File: src/rtl/sram_sp_param.sv
// Parametrised single-port SRAM built from flops, with byte enables, a valid/ready
// request port, a registered read response and an optional zero-fill after reset.
module sram_sp_param #(
  parameter int unsigned DEPTH         = 8,
  parameter int unsigned WIDTH         = 32,
  parameter int unsigned ADDR_W        = $clog2(DEPTH),
  parameter bit          INIT_ON_RESET = 1'b1
) (
  input  logic                 clk,
  input  logic                 reset_n,
  input  logic                 req_valid,
  output logic                 req_ready,
  input  logic                 req_write,
  input  logic [ADDR_W-1:0]    req_addr,
  input  logic [WIDTH-1:0]     req_wdata,
  input  logic [WIDTH/8-1:0]   req_be,
  output logic                 rsp_valid,
  output logic [WIDTH-1:0]     rsp_rdata,
  output logic                 init_done
);

  localparam int unsigned       NumBytes = WIDTH / 8;
  localparam logic [ADDR_W:0]   DepthW   = (ADDR_W + 1)'(DEPTH);
  localparam logic [ADDR_W-1:0] LastAddr = ADDR_W'(DEPTH - 1);

  typedef enum logic [0:0] {StInit, StRun} state_e;

  state_e              state_q;
  logic [ADDR_W-1:0]   cnt_q;
  logic                rd_pend_q;
  logic                rd_oor_q;
  logic [ADDR_W-1:0]   rd_addr_q;
  logic [WIDTH-1:0]    mem [DEPTH];

  logic addr_ok;
  logic accept;
  logic wr_en;
  logic rd_en;
  logic init_wr;

  // Only reachable when DEPTH is not a power of two.
  assign addr_ok = {1'b0, req_addr} < DepthW;
  assign accept  = req_valid && req_ready;
  assign wr_en   = accept && req_write && addr_ok;
  assign rd_en   = accept && !req_write;
  assign init_wr = (state_q == StInit) && INIT_ON_RESET;

  // Storage is deliberately left without a reset.
  always_ff @(posedge clk) begin
    if (init_wr) begin
      mem[cnt_q] <= '0;
    end else if (wr_en) begin
      for (int b = 0; b < NumBytes; b++) begin
        if (req_be[b]) begin
          mem[req_addr][8*b +: 8] <= req_wdata[8*b +: 8];
        end
      end
    end
  end

  always_ff @(posedge clk or negedge reset_n) begin
    if (!reset_n) begin
      state_q   <= StInit;
      cnt_q     <= '0;
      req_ready <= 1'b0;
      init_done <= 1'b0;
      rd_pend_q <= 1'b0;
      rd_oor_q  <= 1'b0;
      rd_addr_q <= '0;
      rsp_valid <= 1'b0;
      rsp_rdata <= '0;
    end else begin
      // A read accepted on the previous edge is delivered now; the array has not
      // yet seen any later write, so the data reflects the state at acceptance.
      rsp_valid <= rd_pend_q;
      if (rd_pend_q) begin
        rsp_rdata <= rd_oor_q ? '0 : mem[rd_addr_q];
      end
      rd_pend_q <= 1'b0;

      case (state_q)
        StInit: begin
          if (!INIT_ON_RESET || (cnt_q == LastAddr)) begin
            state_q   <= StRun;
            req_ready <= 1'b1;
            init_done <= 1'b1;
          end else begin
            cnt_q <= cnt_q + ADDR_W'(1);
          end
        end
        StRun: begin
          if (rd_en) begin
            rd_pend_q <= 1'b1;
            rd_addr_q <= req_addr;
            rd_oor_q  <= !addr_ok;
          end
        end
        default: state_q <= StInit;
      endcase
    end
  end

endmodule
File: config.mk
export PLATFORM = sky130hd
export DESIGN_NAME = sram_sp_param
export DESIGN_NICKNAME = d
export VERILOG_FILES = /design/src/rtl/sram_sp_param.sv
export SDC_FILE = /design/constraint.sdc
export NUM_CORES = 1
export LEC_CHECK = 0
export CORE_MARGIN = 8
export CORE_UTILIZATION = 39
export CTS_BUF_LIST = sky130_fd_sc_hd__clkbuf_8
export DETAILED_ROUTE_END_ITERATION = 7
export PLACE_DENSITY = 0.61
export SLEW_MARGIN = 20
export SYNTH_ARGS = -nofsm -noshare
export SYNTH_HDL_FRONTEND = slang
export SYNTH_SLANG_ARGS = --single-unit
File: constraint.sdc
create_clock -name clk -period 3.35 [get_ports clk]
set_input_delay 1.005 -clock clk [delete_from_list [all_inputs] [get_ports clk]]
set_output_delay 1.005 -clock clk [all_outputs]
set_load 0.02 [all_outputs]
==> key figures, run 1 <==
STA
  – Fin crit period: 2.787 ns
  – Relative slew slack: 40.55%
  – Least-Margin Pin Slew: 0.8864 ns
  – Slew Viols, Final: 0
  – Final Cycle Share: 83.18%
  – Setup Skew: 0.01061 ns
  – Fmax: 358.9 MHz
  – Setup_tns: 0 ns
  – Final hold vios: 0
  – WHS: 0.4643 ns
  – # setup viols final: 0
  – RSZ-0062 raised after global routing: false

Clock network
  – TritonCTS clock tree: built
  – H-tree Lvls: 2
  – Hold buffers post-CTS: 0
  – CTS Buf Count: 48
  – # clock sinks: 298
  – CTS Buffer Depth: 3
  – # Post-CTS Setup Buffers: 0
  – CTS Root Cell: clkbuf_8
  – Post-CTS Resized: 0
  – Register clock-pin slew on the reported worst setup and hold paths: 0.06 ns
  – Clk_lat worst skew: 0.54 ns

Yosys
  – Post-synth cell types: 34
  – Yosys Warn Count: 0
  – Post-Synthesis Cell Area: 12120 um2
  – Post-synthesis cell count: 759
  – Register area share after synthesis: 72.10%
  – Number of synthesized register bits: 298
  – Post-Synthesis Net Count: 804
  – Avg Inst Size Synth: 15.97 um2

Die
  – DIE WIDTH: 192.3 um
  – Num ports: 78
  – Core Area: 30590 um2
  – Die height: 192.3 um
  – Initial Util: 39.62%
  – Die area: 36970 um2
  – Row cnt: 64

Worst setup path
  – WS Path Type: input pin to register
  – CP Data Arrival Time: 3.07 ns
  – Delay-heaviest family, CP: buffers and inverters
  – Critical path fanouts, max: 40
  – Reg2Reg Setup Slack: 1.05 ns
  – CP required: 3.64 ns
  – Reg-to-Reg Start: rd_addr_q[2]$_DFFE_PN0P_
  – CP max stage cell: o41a_2
  – Crit. End Element: register
  – Most Frequent Cell on Critical Path: buf_4
  – CP Cell Sequence: clkdlybuf4s50_1 > o41a_2 > buf_4 > a32oi_2 > nor3_1 > buf_4
  – Worst path bufs/invs: 3
  – Crit path launch type: input pin
  – CP max stage delay: 0.54 ns
  – Setup crit start: req_be[0]

Power
  – P_int: 0.006226 W
  – Power share of the clock group: 35.0%
  – Psw: 0.002055 W
  – Sw Ratio: 24.82%
  – Share of power burned in registers: 51.1%
  – Power Dens Cells: 570.0 nW/um2
  – Comb power frac: 13.9%
  – Maximum vdd drop: 0.2971 mV
  – Pleak: 5.862 nW

Layout
  – Fin nets: 934
  – Number of fill cells: 2665
  – Most common cell after layout, fill and taps aside: edfxtp_1
  – Most frequent cells in the layout: 256 x edfxtp_1, 128 x mux2i_1, 76 x clkdlybuf4s50_1
  – Fraction of layout instances using a drive strength above 1: 15.32%
  – Area grow syn2layout: 19.87%
  – Diode count: 0

Run status
  – Outcome: complete, no violations

Global route
  – Initial antenna violation count: 0
  – Largest net degree at the start of global routing: 44
  – Final global-route overflow total: 0
  – Vias in the first global route: 7209
  – First-pass GRT wire length: 42250 um
  – Total GRT Usage: 14.97%

Detailed routing
  – Post-DR vias/cell: 5.243
  – Via Count: 6936
  – Initial DRC Count: 489
  – Final ANT Viol Nets: 0
  – DRC: 0
  – Routed wire length: 27450 um
  – Avg WL per Cell: 20.75 um
  – Pre-antenna DRT Iters: 5

Hold path
  – Hold Crit Class: input pin to async pin

Place
  – Placer Congestion: 0.8363
  – DPL Wire Length: 17010 um
  – I/O Buffers: 77

Job
  – Max cap viols: 0
[final timing paths]
path	to	cells after the start
max	mem[3][28]$_DFFE_PP_	6
min	rsp_rdata[31]$_DFFE_PN0P_	1
max in group asynchronous	rsp_rdata[11]$_DFFE_PN0P_	2
max reg2reg	rsp_rdata[0]$_DFFE_PN0P_	5
min reg2reg	init_done$_DFFE_PN0P_	1
min in group clk	init_done$_DFFE_PN0P_	1
[flip-flops by register name, summed over array words and instances, names as in the netlist]
name / cells
cnt_q: 3
init_done: 1
mem: 256
rd_addr_q: 3
rd_pend_q: 1
rsp_rdata: 32
rsp_valid: 1
state_q: 1
[power by group through the flow]
stage	Combinational [W]	Clock, W	Sequential [W]
2_1_floorplan	0.000587	0	0.00438
3_3_place_gp	0.00116	0	0.00431
3_5_place_dp	0.00116	0	0.00431
4_1_cts	0.00117	0.00296	0.00423
5_1_grt	0.00124	0.00313	0.00425
6_report	0.00115	0.00290	0.00423
[through the flow]
| stage | utilization [%] | power (W) | instance area, um2 | setup slack, ns | cells |
|---|---|---|---|---|---|
| 2_1_floorplan | - | 0.004965 | 12120 | 0.5758 | 759 |
| 3_3_place_gp | 44.42 | 0.005465 | 13590 | -0.04800 | 1235 |
| 3_5_place_dp | 44.42 | 0.005470 | 13590 | -0.1376 | 1235 |
| 4_1_cts | 47.43 | 0.008364 | 14510 | 0.4339 | 1323 |
| 5_1_grt | 47.49 | 0.008613 | 14530 | 0.5515 | 1323 |
| 6_report | 47.49 | 0.008281 | 14530 | 0.5633 | 1323 |
[area by class of cell]
cell class              instances  area [um2]  area share, %
well taps                     396       495.5          3.411
clock buffers                  58       798.3          5.495
inverters                       6       22.52         0.1550
multi-input cells             402        3124          21.51
clock inverters                30       120.1         0.8268
repair buffers                133        1224          8.423
flip-flops and latches        298        8743          60.18
[cell usage after synthesis]
master	n	share of area [%]
a32oi_2	1	0.13
nand4b_1	1	0.072
and3_1	35	1.8
nand2_1	37	1.1
nand3_1	33	1.4
nor3b_1	1	0.062
buf_2	19	0.78
a21o_1	1	0.062
a211oi_1	2	0.12
a21oi_2	2	0.14
a22oi_4	2	0.35
a41o_1	32	2.6
clkbuf_1	24	0.74
and3b_1	1	0.072
inv_1	6	0.19
buf_6	1	0.093
o311a_1	1	0.083
xor2_1	1	0.072
nor2_1	5	0.15
buf_4	9	0.56
edfxtp_1	256	63
ha_1	2	0.21
a22oi_1	33	2.0
o21ai_0	3	0.12
mux2_2	2	0.19
o41a_1	1	0.093
a2bb2oi_2	2	0.25
o41ai_4	1	0.23
a311oi_1	3	0.22
nor2b_1	34	1.8
mux2i_1	128	11
a21oi_1	4	0.17
dfrtp_1	42	8.7
nor3_1	34	1.4
[per-layer routing]
metal  up-vias  share of wire, %  track usage (%)
met4         0               1.5            3.760
met2       195                47            24.28
met1      3475                45            20.15
met3        32               5.9            3.379
li1       3234                 -                -
met5         -                 0                0
[cells by family (layout without fill, tap and decap cells)]
logic type,after synthesis,count (layout),synth area share (%)
fa+ha+maj,2,2,0.2065
mux,130,130,10.76
compound gates,88,88,6.659
xor+xnor,1,1,0.07228
buf+inv,59,227,2.364
simple gates,181,181,7.836
flops,298,298,72.10
Power figures use the tool's default switching activity.
==> run 2: changes to the inputs <==
clock period = 2.6 ns   (was 3.35 ns; I/O delays follow)
==> key figures, run 2 (synthesized netlist as in run 1, its figures left out) <==
Worst setup path
  – Delay-heaviest family, CP: buffers and inverters
  – Crit. End Element: register
  – CP Cell Sequence: clkdlybuf4s50_1 > o41a_2 > buf_4 > buf_6 > a22oi_2 > buf_4 > nor3_1 > buf_4
  – Crit path launch type: input pin
  – Cell count along the critical path: 8
  – Most Frequent Cell on Critical Path: buf_4
  – Setup crit start: req_be[0]
  – CP required: 2.89 ns
  – Worst path bufs/invs: 5
  – CP max stage cell: o41a_2
  – CP max stage delay: 0.54 ns
  – CP Data Arrival Time: 2.86 ns
  – WS Path Type: input pin to register
  – Reg-to-Reg Start: state_q$_DFF_PN0_
  – Critical path fanouts, max: 25
  – Worst r2r path cells: 7

Global route
  – Largest net degree at the start of global routing: 44
  – Total GRT Usage: 14.88%
  – Vias in the first global route: 7173
  – First-pass GRT wire length: 42270 um
  – Initial antenna violation count: 0
  – Final global-route overflow total: 0

Place
  – I/O Buffers: 77
  – Post-Place Cells: 1260
  – Placer Congestion: 0.8966
  – DPL Wire Length: 17510 um

Clock network
  – # Post-CTS Setup Buffers: 0
  – H-tree Lvls: 2
  – Register clock-pin slew on the reported worst setup and hold paths: 0.07 ns
  – Clk_lat worst skew: 0.56 ns
  – CTS Buf Count: 48
  – TritonCTS clock tree: built
  – CTS Buffer Depth: 3
  – # clock sinks: 298
  – Hold buffers post-CTS: 0
  – CTS Root Cell: clkbuf_8

STA
  – Least-Margin Pin Slew: 0.8109 ns
  – Final hold vios: 0
  – WHS: 0.2254 ns
  – Setup Skew: 0.02334 ns
  – Fmax: 389.4 MHz
  – RSZ-0062 raised after global routing: false
  – Relative slew slack: 45.57%
  – Fin crit period: 2.568 ns
  – Slew Viols, Final: 0
  – Final Cycle Share: 98.77%
  – # setup viols final: 0

Power
  – P_int: 0.008155 W
  – Pleak: 5.983 nW
  – Share of power burned in registers: 50.4%
  – Maximum vdd drop: 0.4218 mV
  – Sw Ratio: 24.81%
  – Psw: 0.002691 W
  – Power Dens Cells: 730.4 nW/um2
  – Power share of the clock group: 35.8%
  – Comb power frac: 13.9%

Die
  – DIE WIDTH: 192.3 um
  – Die height: 192.3 um
  – Initial Util: 39.62%
  – Row cnt: 64
  – Num ports: 78
  – Die area: 36970 um2
  – Core Area: 30590 um2

Layout
  – Most common cell after layout, fill and taps aside: edfxtp_1
  – Top flop regs: mem x256, rsp_rdata x32
  – Fin nets: 959
  – Biggest register: mem
  – Diode count: 0
  – Area grow syn2layout: 22.52%
  – Fraction of layout instances using a drive strength above 1: 18.13%
  – Final cell count without fillers: 1350
  – Max reg flops: 256
  – Most frequent cells in the layout: 256 x edfxtp_1, 128 x mux2i_1, 76 x clkdlybuf4s50_1

Detailed routing
  – Final ANT Viol Nets: 0
  – DRC: 0
  – Routed wire length: 27300 um
  – Pre-antenna DRT Iters: 4
  – Post-DR vias/cell: 5.161
  – Via Count: 6968
  – Avg WL per Cell: 20.22 um
  – Initial DRC Count: 445

Run status
  – Outcome: complete, no violations

Job
  – Max cap viols: 0

Hold path
  – Hold Crit Class: input pin to async pin
[run 2: cell count changes in the layout (fill, tap and decap cells not counted), moves of 2 or more]
cell        previous run  this run
clkbuf_8              58        61
clkinv_1               0         7
buf_4                 53        71
buf_12                 3         9
clkinvlp_4             0         2
inv_1                 30        20
[run 2: per-stage QoR]
step	setup TNS (ns)	setup slack, ns	instance area (um2)	power, W	utilization, %
floorplan	0	0.05085	12120	0.006397	-
global placement	-159.70	-0.7018	13850	0.007075	45.28
detailed placement	-161.59	-0.7094	13860	0.007084	45.32
CTS	0	0.02793	14840	0.01097	48.53
global route	0	0.02340	14850	0.01128	48.54
finish	0	0.03197	14850	0.01085	48.54
[run 2: area by class of cell]
class,instances,area [um2]
well taps,396,495.5
clock buffers,61,839.6
flip-flops and latches,298,8743
inverters,6,22.52
clock inverters,29,127.6
fillers,2606,15740
repair buffers,158,1490
multi-input cells,402,3129
[run 2: worst paths after layout]
check	endpoint	slack (ns)
min reg2reg	init_done$_DFFE_PN0P_	0.57
max reg2reg	mem[0][17]$_DFFE_PP_	0.45
min	rsp_rdata[29]$_DFFE_PN0P_	0.23
max	mem[0][12]$_DFFE_PP_	0.03
max in group asynchronous	rd_pend_q$_DFF_PN0_	1.69
min in group clk	init_done$_DFFE_PN0P_	0.57
[run 2: worst register-to-register path, cell delays in order (launching register included)]
cell and delay (ns):
dfrtp_1 0.37, o41a_2 0.19, buf_4 0.26, buf_6 0.29, a22oi_2 0.14, buf_4 0.16
nor3_1 0.22, buf_4 0.22
[run 2: what timing repair did]
item / 4_1_cts / 5_1_grt
pin swaps: 0 / 0
cloned: 0 / 0
setup endpoints to repair: 18 / 115
gates resized for setup: 3 / 1
[run 2: power by group through the flow]
stage	clock network (W)	registers [W]	logic, W
2_1_floorplan	0	0.00564	0.000756
3_3_place_gp	0	0.00556	0.00151
5_1_grt	0.00418	0.00548	0.00162
4_1_cts	0.00397	0.00547	0.00153
6_report	0.00388	0.00546	0.00150
3_5_place_dp	0	0.00556	0.00152
[run 2: routing by layer]
layer	share of wire (%)	global-route usage, %	up-vias
met3	5.5	3.180	37
met2	47	23.82	177
met4	1.3	3.408	0
met1	46	20.56	3461
li1	-	-	3293
met5	0	0	-
